`config.mk`:
```
export PLATFORM = sky130hd
export DESIGN_NAME = li_multi_input_shell
export DESIGN_NICKNAME = d
export VERILOG_FILES = /design/src/rtl/li_shell_pkg.sv /design/src/rtl/li_sync_fifo.sv /design/src/rtl/li_multi_input_shell.sv
export SDC_FILE = /design/constraint.sdc
export NUM_CORES = 1
export LEC_CHECK = 0
export CORE_MARGIN = 5
export CORE_UTILIZATION = 35
export DETAILED_ROUTE_END_ITERATION = 6
export REMOVE_ABC_BUFFERS = 1
export SLEW_MARGIN = 25
export SYNTH_ARGS = -nofsm -noshare
export SYNTH_HDL_FRONTEND = slang
export SYNTH_HIERARCHICAL = 1
export SYNTH_SLANG_ARGS = --single-unit
```
`constraint.sdc`:
```
create_clock -name clk -period 9.71 [get_ports clk]
set_input_delay 1.942 -clock clk [delete_from_list [all_inputs] [get_ports clk]]
set_output_delay 1.942 -clock clk [all_outputs]
set_load 0.05 [all_outputs]
```
`src/rtl/li_shell_pkg.sv`:
```
// li_shell_pkg: shared width helpers and constants for the latency-insensitive shell
package li_shell_pkg;
  localparam int STATS_W = 32;
  function automatic int ptr_w(input int addr);
    return addr + 1;
  endfunction
  function automatic int credit_w(input int out_addr);
    return out_addr + 1;
  endfunction
endpackage

```
`src/rtl/li_sync_fifo.sv`:
```
// li_sync_fifo: synchronous FIFO with occupancy, full and empty flags; push on full is ignored unless a pop happens the same cycle
module li_sync_fifo import li_shell_pkg::*; #(
  parameter int WIDTH = 8,
  parameter int ADDR  = 2
) (
  input  logic             clk,
  input  logic             reset,
  input  logic             i_push,
  input  logic             i_pop,
  input  logic [WIDTH-1:0] i_data,
  output logic [WIDTH-1:0] o_data,
  output logic [ADDR:0]    o_count,
  output logic             o_full,
  output logic             o_empty
);
  localparam int DEPTH = 1 << ADDR;
  localparam int CW = ptr_w(ADDR);
  logic [WIDTH-1:0] r_mem [DEPTH];
  logic [ADDR-1:0] r_wr, r_rd;
  logic [CW-1:0] r_cnt;
  logic w_wr, w_rd;
  assign o_full = r_cnt == CW'(DEPTH);
  assign o_empty = r_cnt == '0;
  assign o_count = r_cnt;
  assign o_data = r_mem[r_rd];
  assign w_rd = i_pop && !o_empty;
  assign w_wr = i_push && (!o_full || w_rd);
  always_ff @(posedge clk)
    if (w_wr) r_mem[r_wr] <= i_data;
  always_ff @(posedge clk) begin
    if (!reset) begin
      r_wr <= '0;
      r_rd <= '0;
      r_cnt <= '0;
    end else begin
      if (w_wr) r_wr <= r_wr + 1'b1;
      if (w_rd) r_rd <= r_rd + 1'b1;
      r_cnt <= r_cnt + CW'(w_wr) - CW'(w_rd);
    end
  end
endmodule

```
`src/rtl/li_multi_input_shell.sv`:
```
// li_multi_input_shell: joins NUM_IN LI channels into a free-running fixed-latency pearl using output-queue credits.
// Define LI_SHELL_STATS_EN to add saturating fire/stall counters.
module li_multi_input_shell import li_shell_pkg::*; #(
  parameter int NUM_IN      = 2,
  parameter int DW_IN       = 17,
  parameter int DW_OUT      = 17,
  parameter int FIFO_ADDR   = 2,
  parameter int STOP_MARGIN = 2,
  parameter int PEARL_LAT   = 3,
  parameter int OUT_ADDR    = 3
) (
  input  logic                    clk,
  input  logic                    reset,
  input  logic [NUM_IN-1:0]       i_valid,
  input  logic [NUM_IN*DW_IN-1:0] i_data,
  output logic [NUM_IN-1:0]       o_stop_up,
  output logic                    o_pearl_fire,
  output logic [NUM_IN*DW_IN-1:0] o_pearl_data,
  input  logic [DW_OUT-1:0]       i_pearl_data,
  output logic                    o_valid,
  output logic [DW_OUT-1:0]       o_data,
  input  logic                    i_stop,
  output logic                    o_overflow
`ifdef LI_SHELL_STATS_EN
  ,
  output logic [STATS_W-1:0]      o_fire_count,
  output logic [STATS_W-1:0]      o_stall_count
`endif
);
  localparam int DEPTH = 1 << FIFO_ADDR;
  localparam int OUT_DEPTH = 1 << OUT_ADDR;
  localparam int QW = ptr_w(FIFO_ADDR);
  localparam int CW = credit_w(OUT_ADDR);
  localparam int STOP_TH = DEPTH - STOP_MARGIN;
  logic [NUM_IN-1:0] w_empty, w_full, w_ovf, w_stop_nxt;
  logic [QW-1:0] w_cnt [NUM_IN];
  logic [QW-1:0] w_nxt [NUM_IN];
  logic [NUM_IN*DW_IN-1:0] w_heads;
  logic [CW-1:0] r_credits, w_out_cnt;
  logic [PEARL_LAT-1:0] r_vsr;
  logic w_all, w_fire, w_tail, w_out_pop, w_out_full, w_out_empty;
  assign w_all = ~|w_empty;
  assign w_fire = w_all && (r_credits != '0);
  assign w_tail = r_vsr[PEARL_LAT-1];
  assign o_valid = !w_out_empty;
  assign w_out_pop = o_valid && !i_stop;
  for (genvar g = 0; g < NUM_IN; g++) begin : g_in
    li_sync_fifo #(.WIDTH(DW_IN), .ADDR(FIFO_ADDR)) u_q (
      .clk(clk), .reset(reset), .i_push(i_valid[g]), .i_pop(w_fire),
      .i_data(i_data[g*DW_IN +: DW_IN]), .o_data(w_heads[g*DW_IN +: DW_IN]),
      .o_count(w_cnt[g]), .o_full(w_full[g]), .o_empty(w_empty[g])
    );
    // a pop in the same cycle makes room, so a full queue still accepts
    assign w_nxt[g] = w_cnt[g] + QW'(i_valid[g] && (!w_full[g] || w_fire)) - QW'(w_fire);
    assign w_stop_nxt[g] = w_nxt[g] >= QW'(STOP_TH);
    assign w_ovf[g] = i_valid[g] && w_full[g] && !w_fire;
  end
  li_sync_fifo #(.WIDTH(DW_OUT), .ADDR(OUT_ADDR)) u_out (
    .clk(clk), .reset(reset), .i_push(w_tail), .i_pop(w_out_pop),
    .i_data(i_pearl_data), .o_data(o_data),
    .o_count(w_out_cnt), .o_full(w_out_full), .o_empty(w_out_empty)
  );
  always_ff @(posedge clk) begin
    if (!reset) begin
      r_credits <= CW'(OUT_DEPTH);
      r_vsr <= '0;
      o_pearl_fire <= 1'b0;
      o_pearl_data <= '0;
      o_stop_up <= '0;
      o_overflow <= 1'b0;
    end else begin
      r_credits <= r_credits - CW'(w_fire) + CW'(w_out_pop);
      r_vsr <= PEARL_LAT'({r_vsr, o_pearl_fire});
      o_pearl_fire <= w_fire;
      if (w_fire) o_pearl_data <= w_heads;
      o_stop_up <= w_stop_nxt;
      o_overflow <= o_overflow || |w_ovf;
    end
  end
  // every in-flight or queued result holds a credit, so the output queue never overflows
  a_out_room: assert property (@(posedge clk) disable iff (!reset) !(w_tail && w_out_full && !w_out_pop));
  a_credits: assert property (@(posedge clk) disable iff (!reset) ({1'b0, w_out_cnt} + {1'b0, r_credits}) <= (CW+1)'(OUT_DEPTH));
`ifdef LI_SHELL_STATS_EN
  always_ff @(posedge clk) begin
    if (!reset) begin
      o_fire_count <= '0;
      o_stall_count <= '0;
    end else begin
      if (w_fire && ~&o_fire_count) o_fire_count <= o_fire_count + 1'b1;
      if (w_all && r_credits == '0 && ~&o_stall_count) o_stall_count <= o_stall_count + 1'b1;
    end
  end
`endif
endmodule

```
# Word-level counts from Yosys, hierarchy flattened

Memory sizes are Yosys's and may differ from the RTL's. A register that Yosys moved wholly into a read port is not among the register bits.
Cells that the tools add are included.

Add/subtract/negate cells: 18
Order comparisons: 2
Equal/unequal tests: 3
Mux-type cells: 8
Reductions and logical operators: 37

Operators with widths:

| cell                                                | number |
|---|---|
| logical AND 1 bit                                   | 14 |
| adder 3 x 1 -> 3 bit                                | 4 |
| subtractor 3 x 1 -> 3 bit                           | 4 |
| zero test 1 bit                                     | 11 |
| adder 2 x 1 -> 2 bit, second input constant         | 4 |
| adder 4 x 1 -> 4 bit                                | 2 |
| subtractor 4 x 1 -> 4 bit                           | 2 |
| adder 3 x 1 -> 3 bit, second input constant         | 2 |
| == test 3 bit, second input constant                | 2 |
| >= comparator 3 x 2 -> 1 bit, second input constant | 2 |
| zero test 3 bit                                     | 2 |
| logical OR 1 bit                                    | 6 |
| 2-to-1 mux 1 bit                                    | 6 |
| 2-to-1 mux 3 bit                                    | 2 |
| == test 4 bit, second input constant                | 1 |
| zero test 4 bit                                     | 1 |
| nonzero test 4 bit                                  | 1 |
| OR reduction 2 bit                                  | 2 |

Flip-flop bits (word level): 35
Memory bits (writable): 272
Input port bits: 56
Output and inout port bits: 56
Logic and storage cells: 85
Memories: 3

Memory list:

| name              | depth | bits a word | rd ports | clocked after Yosys merged registers in | write ports | RTL line           | RTL |
|---|---|---|---|---|---|---|---|
| u_out.r_mem       | 8     | 17          | 1        | 1                                       | 1           | li_sync_fifo.sv:18 | `logic [WIDTH-1:0] r_mem [DEPTH];` |
| g_in[0].u_q.r_mem | 4     | 17          | 1        | 1                                       | 1           | li_sync_fifo.sv:18 |  |
| g_in[1].u_q.r_mem | 4     | 17          | 1        | 1                                       | 1           | li_sync_fifo.sv:18 |  |

# Longest topological paths before layout

Depth in word-level cells: 9
Mapped depth: 13
Mapped depth without buffers: 12

# Cells and area by module

The synthesis kept the hierarchy.

By module, submodules not included:

| module                         | times used | cells an instance | area each (sq um) | sequential area each (sq um) |
|---|---|---|---|---|
| li_sync_fifo (g_in[0].u_q ...) | 2          | 136               | 2,969.1           | 2,222.1 |
| li_sync_fifo (u_out)           | 1          | 290               | 5,908.2           | 4,344.2 |
| li_multi_input_shell           | 1          | 210               | 1,948.1           | 900.9 |

# Worst setup path after synthesis

Ideal clock, no wire load.

Kind: in2reg
Start point: input port i_stop
End point: memory u_out/r_mem[0][0] in the netlist's numbering (enable)
Library setup time: 0.435 ns
Arrival: 4.363 ns
Required time: 9.275 ns
Path slack: 4.912 ns
Stages: 5
Buffers on the path: 0
Cell sequence: or2_2 > inv_1 > nor2b_1 > nor2_1 > nor4_1

Word-level cells in the longest chain between the ends: 7

Ends and longest elaborated chain:

| item                                   | RTL line                   | RTL |
|---|---|---|
| start: declaration                     | li_multi_input_shell.sv:22 | `input logic i_stop,` |
| zero test 1 bit                        | li_multi_input_shell.sv:46 | `assign w_out_pop = o_valid && !i_stop;` |
| logical AND 1 bit                      | li_multi_input_shell.sv:46 |  |
| named net w_out_pop                    | li_multi_input_shell.sv:41 | `logic w_all, w_fire, w_tail, w_out_pop, w_out_full, w_out_empty;` |
| logical AND 1 bit                      | li_sync_fifo.sv:26         | `assign w_rd = i_pop && !o_empty;` |
| logical OR 1 bit                       | li_sync_fifo.sv:27         | `assign w_wr = i_push && (!o_full \|\| w_rd);` |
| logical AND 1 bit                      | li_sync_fifo.sv:27         |  |
| 2-to-1 mux 1 bit                       | li_sync_fifo.sv:29         | `if (w_wr) r_mem[r_wr] <= i_data;` |
| 2-to-1 mux 1 bit (not written as such) | li_sync_fifo.sv:29         |  |
| end: declaration                       | li_sync_fifo.sv:18         |  |

The timed path passes the listed nets, and every way through them passes these cells.

==> results.py <==
metrics = {
    "outcome": {
        "status": "finished, final reports clean",
    },
    "placement": {
        "io_buffers": 111,
        "dpl.cell_count": 1377,
        "place_area_um2": 15500,
        "dp_hpwl_um": 16000,
        "gp_congestion": 0.711,
    },
    "sta": {
        "timing.setup.tns_ns": 0,
        "timing.final.crit_share_pct": 51.0,
        "hold_viol": 0,
        "worst_slew_pin_slew_ns": 1.02,
        "fmax_ghz": 0.202,
        "rsz0062_at_grt": "false",
        "finalHoldWorstSlack_ns": 0.439,
        "finClkSkew_ns": 0.0169,
        "final_max_slew_viol_count": 0,
        "finalCriticalPeriod_ns": 4.96,
        "setup_viol": 0,
        "slew_headroom_pct": 32.0,
    },
    "global_route": {
        "grt_pass1_wl_um": 41800,
        "grt_overflow": 0,
        "antenna_found_initial": 1,
        "grt.total_usage_pct": 12.1,
        "grt_start_max_net_pins": 67,
        "grt_pass1_vias": 7360,
    },
    "synth": {
        "async_reset_ff_share_pct": 0,
        "seq_area_frac_synth_pct": 70.2,
        "synth-main-ff-cell": "edfxtp_1",
        "synth.top_cell.area_share_pct": 59.2,
        "synth_seq_cells": 348,
        "synth.area.top_cells": "edfxtp_1 (59%), dfxtp_1 (11%), mux4_2 (9.1%)",
        "syn_area_per_cell_um2": 17.9,
        "syn_area_um2": 13800,
        "ys_warn_count": 6,
        "synth_edf_count": 272,
        "ys_types": 53,
        "syn_inst": 772,
        "synth_area_leader_cell": "edfxtp_1",
    },
    "cts": {
        "clockRootBuffer": "clkbuf_16",
        "clkLatencyLatePin_ns": 0.55,
        "cts_setup_buffers": 0,
        "cts_tree": "built",
        "cts_htree_levels": 2,
        "clock_sinks": 348,
        "clk_pin_slew_ns": 0.06,
        "cts_buffer_depth": 3,
        "cts_buffers": 39,
        "postCtsResizedCells": 0,
        "ctsHoldBuffers": 0,
    },
    "hold_path": {
        "worstHoldStart": "r_vsr[0]",
        "hold_depth": 1,
        "min_to": "r_vsr[1]",
        "hold_class": "register to register",
    },
    "die": {
        "dieWidth_um": 209,
        "start_util_pct": 35.5,
        "rows": 72,
        "core_area_um2": 38800,
        "fp.dieH_um": 209,
        "ioPinCount": 112,
        "die-area_um2": 43500,
    },
    "route": {
        "avgViaCountPerCell": 4.70,
        "drcViolationCount": 0,
        "vias": 6807,
        "wirelength_um": 26300,
        "ant_nets": 0,
        "wl_per_cell_um": 18.1,
        "first_iter_violations": 226,
        "first_pass_iters": 4,
    },
    "layout": {
        "final_cells": 1449,
        "drive_above_1_share_pct": 18.0,
        "area_growth_pct": 21.5,
        "num_antenna_cells": 0,
        "fin_nets": 986,
        "final_area_um2": 16800,
    },
    "critical_path": {
        "cpPeakStageDelay_ns": 0.71,
        "required_ns": 7.77,
        "reg2reg_depth": 6,
        "regToRegEndpoint": "g_in[1].u_q/r_mem[2][3]",
        "slowest_stage": "clkdlybuf4s50_1",
        "path_cells": "buf_4 > mux4_2 > mux2_2 > clkdlybuf4s50_1",
        "regToRegSetupSlack_ns": 6.72,
        "cp-end-kind": "primary output",
        "regToRegStartpoint": "g_in[1].u_q/o_count[1]",
        "arrival_ns": 3.01,
        "cp_max_fo": 34,
        "crit_type": "register to primary output",
        "worst_setup_path_start_kind": "register",
    },
    "pwr": {
        "peakVddDrop_uv": 143,
        "p_leak_uw": 0.00554,
        "p_total_uw": 4450,
        "p_per_area_nw_per_um2": 266,
    },
    "run": {
        "drv_cap": 0,
    },
}
## metrics by stage
step | worst slack (ns) | utilization (%)
2_1_floorplan | 4.90 | -
3_3_place_gp | 5.16 | 39.8
3_5_place_dp | 5.09 | 39.8
4_1_cts | 4.64 | 43.2
5_1_grt | 4.57 | 43.2
6_report | 4.75 | 43.2
## cell usage in the layout, fill, tap and decap left out, drive strengths merged, types with 24 or more instances in the layout
cell type / n
mux4: 68
and2: 27
dfxtp: 76
nand2: 88
clkdlybuf4s50: 110
clkbuf: 50
inv: 27
ha: 24
mux2i: 43
edfxtp: 272
## worst max-delay path by stage
stage | end | start | slack (ns) | cells after the start
after detailed placement | u_out/r_mem[2][3] | i_stop | 5.09 | 6
after global routing | o_data[2] | register | 4.57 | 4
final | o_data[2] | register | 4.75 | 4
after floorplan | u_out/r_mem[0][0] | i_stop | 4.90 | 5
after CTS | o_data[2] | register | 4.64 | 4
after global placement | u_out/r_mem[2][15] | i_stop | 5.16 | 6
## cells in the mapped netlist (all sizes together), types with 2 or more instances
library cell	count
edfxtp	272
nand2	88
dfxtp	76
mux4	68
mux2i	43
and2	27
ha	24
inv	24
buf	22
mux2	18
clkbuf	16
xnor2	11
nor2	8
nand2b	7
fa	6
nor3	6
nor2b	5
o21ai	5
a21boi	4
nand3	4
a21oi	3
nor3b	3
nor4	3
o311ai	3
or2	3
xor2	3
a211oi	2
a21bo	2
a21o	2
nand4	2
o31ai	2
## logic make-up (layout without fill, tap and decap cells)
kind of cell,Yosys count,count (layout),share of synthesized area [%]
mux,129,129,16.0
simple gates,162,162,5.71
buf+inv,63,222,2.59
compound gates,26,26,1.51
fa+ha+maj,30,30,3.05
flops,348,348,70.2
xor+xnor,14,14,0.889
## flip-flops by register name, summed over array words and instances (netlist names), 4 cells and up, named ones only
signal            count
g_in.u_q/r_mem      136
g_in.u_q/r_wr         4
u_out/r_mem         136
o_pearl_data         34
r_credits             4
u_out/o_count         4
g_in.u_q/o_count      6
g_in.u_q/r_rd         4
## per-layer routing
metal	vias to the layer above	wire length [um]	GRT usage (%)
met3	37	1300	3.09
met2	132	13000	20.6
met4	2	564	3.96
met1	3435	11400	15.2
met5	-	13	0
li1	3201	-	-
## where the power goes
| part | switching [uW] | internal [uW] | leakage [uW] |
|---|---|---|---|
| Combinational | 645 | 460 | 0.00181 |
| Clock | 581 | 891 | 0.000645 |
| Sequential | 106 | 1770 | 0.00309 |
| Total | 1330 | 3120 | 0.00554 |
## critical path, delay by kind of cell (launching register included)
| kind | cells | cell delay, ns |
|---|---|---|
| flip-flops | 1 | 0.31 |
| buffers and inverters | 2 | 1.25 |
| multiplexers | 2 | 0.89 |
## cell type report
class / count / area [um2]
fill: 3421 / 22100
sequential: 348 / 9690
multi-input combinational: 361 / 3800
timing repair buffer: 125 / 1210
clock buffer: 50 / 1070
tap: 518 / 648
clock inverter: 22 / 233
inverter: 25 / 106
Note: power is estimated with default switching activity, not from simulation.
==> RTL change 1, RTL diff (same settings) <==
`OUT_ADDR`: 3 -> 2.
--- a/src/rtl/li_multi_input_shell.sv
+++ b/src/rtl/li_multi_input_shell.sv
@@ -8,5 +8,5 @@
   parameter int STOP_MARGIN = 2,
   parameter int PEARL_LAT   = 3,
-  parameter int OUT_ADDR    = 3
+  parameter int OUT_ADDR    = 2
 ) (
   input  logic                    clk,
Check against the original RTL: not equivalent (Yosys sat finds a counterexample within 10 cycles, from zero or initial values and one cycle with reset low).
==> RTL change 1 against the unedited design <==
Setup slack better by 0.41 ns. Sequential cell count decreased by 73. Area after synthesis decreased by 22%. Routed wire length fell by 25%. Power down 22%. Design area is 21% lower. First-iteration DRC count is 2.2% higher. Critical path type unchanged. Critical endpoint is now o_data[6]. Largest cell class unchanged. Highest routed layer is now met4.
==> RTL change 1: results (changes against the unedited design) <==
| Metric | Value |
|---|---|
| Nets@finish | `807 (-18%)` |
| TritonCTS buffer count | `29 (-26%)` |
| Worst slew pin tran | `1.00 ns (-0.0142 ns)` |
| HPWL Detailed | `12.2 mm (-24%)` |
| H-tree depth | `1 (-1)` |
| Clock share of power | `31.4% (-1.7 points)` |
| Worst Setup EP | `o_data[6]` |
| Routed wire length | `19.6 mm (-25%)` |
| Proportion of synthesized area in mux cells | `15.0% (-1.0 points)` |
| Synth area leaders | `edfxtp_1, dfxtp_1, mux4_2` |
| First-pass GRT wire length | `31.1 mm (-26%)` |
| Placed Cells | `1091 (-21%)` |
| VDD IR max | `154 µV (+7.2%)` |
| Vias/cell | `4.66 (-0.75%)` |
| Switching power of the nets | `0.00102 W (-24%)` |
| Status | `complete, no violations` |
| Gp weighted congestion | `0.690 (-3.0%)` |
| Hold Path End | `r_vsr[2]` |
| Area of the multi-input gates | `2950 µm² (-22%)` |
| Initial antenna violation count | `0 (-1)` |
| Synth top cells by count | `edfxtp_1, nand2_1, dfxtp_1, mux2i_1, and2_1` |
| Netlist cell types | `31 (-42%)` |
| Setup Skew | `0.00609 ns (-0.0108 ns)` |
| FF-to-FF setup slack | `6.70 ns (-0.02 ns)` |
| Crit Path Max Fanout | `17 (-50%)` |
| Largest registers | `g_in.u_q/r_mem (136), u_out/r_mem (68), o_pearl_data (34)` |
[RTL change 1: final cells by class]
type,count,share of cell area (%)
clock buffers,35,5.76
clock inverters,18,1.43
inverters,19,0.542
multi-input cells,285,22.4
flip-flops and latches,275,57.4
well taps,396,3.77
repair buffers,116,8.71
[RTL change 1: worst max-delay path, stage by stage, from the launching register on]
cell and delay, ns:
dfxtp_1 0.88, mux4_2 0.38, clkdlybuf4s50_1 0.81
[RTL change 1: per-layer routing]
layer,global-route usage (%),routed length (µm)
met4,2.85,346
met5,0,0
met2,18.9,9350
met3,2.27,1170
met1,15.6,8730
[RTL change 1: metrics by stage]
step	power, W	setup WS, ns
6_report	0.00346	5.16
5_1_grt	0.00364	5.05
4_1_cts	0.00352	4.76
3_5_place_dp	0.00242	5.33
3_3_place_gp	0.00241	5.38
2_1_floorplan	0.00214	5.16
==> RTL change 2, RTL diff (same settings) <==
Without the edit above. Remove the register `o_stop_up`: a continuous assignment takes its place, so the output `o_stop_up` follows one clock earlier.
--- a/src/rtl/li_multi_input_shell.sv
+++ b/src/rtl/li_multi_input_shell.sv
@@ -67,5 +67,4 @@
       o_pearl_fire <= 1'b0;
       o_pearl_data <= '0;
-      o_stop_up <= '0;
       o_overflow <= 1'b0;
     end else begin
@@ -74,8 +73,9 @@
       o_pearl_fire <= w_fire;
       if (w_fire) o_pearl_data <= w_heads;
-      o_stop_up <= w_stop_nxt;
       o_overflow <= o_overflow || |w_ovf;
     end
   end
+
+  assign o_stop_up = w_stop_nxt;
   // every in-flight or queued result holds a credit, so the output queue never overflows
   a_out_room: assert property (@(posedge clk) disable iff (!reset) !(w_tail && w_out_full && !w_out_pop));
Formal check against the unedited RTL: not equivalent (Yosys sat finds a counterexample within 4 cycles, from zero or initial values and one cycle with reset low).
==> RTL change 2 against the unedited design <==
Combinational power increased by 5%. Routed wire length up 1.8%. Design area up 0.25%. Worst hold slack got worse by 0.0093 ns. Power is 2.3% higher. Sequential cell count decreased by 2. Area after synthesis fell by 0.33%. Via count grew 0.37%. Setup slack got worse by 1.6 ns. Largest cell class unchanged.
==> RTL change 2: results (changes against the unedited design) <==
| Metric | Value |
|---|---|
| Status | `complete, no violations` |
| Crit Reg-Reg Startpoint | `u_out/o_count[2]` |
| Reg2reg path depth | `8 (+2)` |
| Share of cells above drive strength 1 | `17.8% (-0.23 points)` |
| Synth area leaders | `edfxtp_1, dfxtp_1, mux4_2` |
| Min-Delay Startpoint | `r_vsr[1]` |
| Initial DRC count | `277 (+23%)` |
| Routed wire length | `26.7 mm (+1.8%)` |
| Dpl cell area | `15500 µm² (about the same)` |
| TritonCTS buffer count | `38 (-2.6%)` |
| Crit Path Max Fanout | `4 (-88%)` |
| Reg2reg end | `u_out/r_mem[5][2]` |
| Netlist cell types | `52 (-1.9%)` |
| Data arrival time of the critical path | `4.57 ns (+1.56 ns)` |
| VDD IR max | `223 µV (+56%)` |
| Worst slew pin tran | `1.04 ns (+0.0258 ns)` |
| Hold Path End | `r_vsr[2]` |
| Tot GR Track Use | `12.3% (+0.17 points)` |
| Leakage Power | `5.54 nW (about the same)` |
| Area of the multi-input gates | `3810 µm² (about the same)` |
| Placement Setup Slack | `3.20 ns (-1.89 ns)` |
| Vias in the first global route | `7151 (-2.8%)` |
| Crit path largest cell delay | `0.80 ns (+0.09 ns)` |
| Drt first pass iters | `6 (+2)` |
| Filler cell count | `3474 (+1.5%)` |
| Worst-path clk slew | `0.06 ns (about the same)` |
| Synth top cells by count | `edfxtp_1, nand2_1, dfxtp_1, mux4_2, mux2i_1` |
| Worst-Skew Late Latency | `0.53 ns (-0.02 ns)` |
| XOR/XNOR Fraction of Synth Area | `0.892% (+0.0029 points)` |
| HPWL Detailed | `15.9 mm (-0.57%)` |
| Proportion of synthesized area in mux cells | `16.1% (+0.052 points)` |
| Largest net degree at the start of global routing | `90 (+34%)` |
==> RTL change 2: where the power goes <==
part	internal (W)	total, W	leakage (nW)	switching [W]
sequential	0.00176	0.00185	3.07	0.0000929
clock	0.000975	0.00154	0.651	0.000564
combinational	0.000471	0.00116	1.82	0.000692
==> RTL change 2: worst max-delay path by stage <==
| stage | end | startpoint | slack, ns | depth (start not counted) |
|---|---|---|---|---|
| after global placement | o_stop_up[0] | i_valid[0] | 3.25 | 9 |
| after CTS | o_stop_up[0] | i_valid[0] | 3.19 | 9 |
| after detailed placement | o_stop_up[0] | i_valid[0] | 3.20 | 9 |
| after floorplan | o_stop_up[0] | g_in[1].u_q/o_count[1] | 2.99 | 9 |
| after global routing | o_stop_up[0] | i_valid[0] | 3.07 | 9 |
| final | o_stop_up[0] | i_valid[0] | 3.20 | 9 |
==> RTL change 2: per-layer routing <==
layer,vias up,GRT usage (%),wire (µm)
met5,-,0,18
met4,2,3.96,571
met3,41,2.95,1220
met2,132,20.9,13300
met1,3460,15.7,11600
li1,3197,-,-
==> RTL change 2: metrics by stage <==
| step | power, W | hold WS, ns | std cells |
|---|---|---|---|
| after floorplan | 0.00268 | 0.412 | 732 |
| after global placement | 0.00305 | 0.414 | 1373 |
| after detailed placement | 0.00307 | 0.421 | 1375 |
| after CTS | 0.00463 | 0.431 | 1444 |
| after global routing | 0.00477 | 0.460 | 1444 |
| final | 0.00455 | 0.429 | 1444 |
==> RTL change 2: final cells by class <==
cell class                 instances  share of cell area (%)
multi-input combinational        361                    22.7
clock buffer                      52                    6.28
timing repair buffer             125                    7.39
tap                              518                    3.86
clock inverter                    17                    1.76
inverter                          25                   0.633
sequential                       346                    57.4
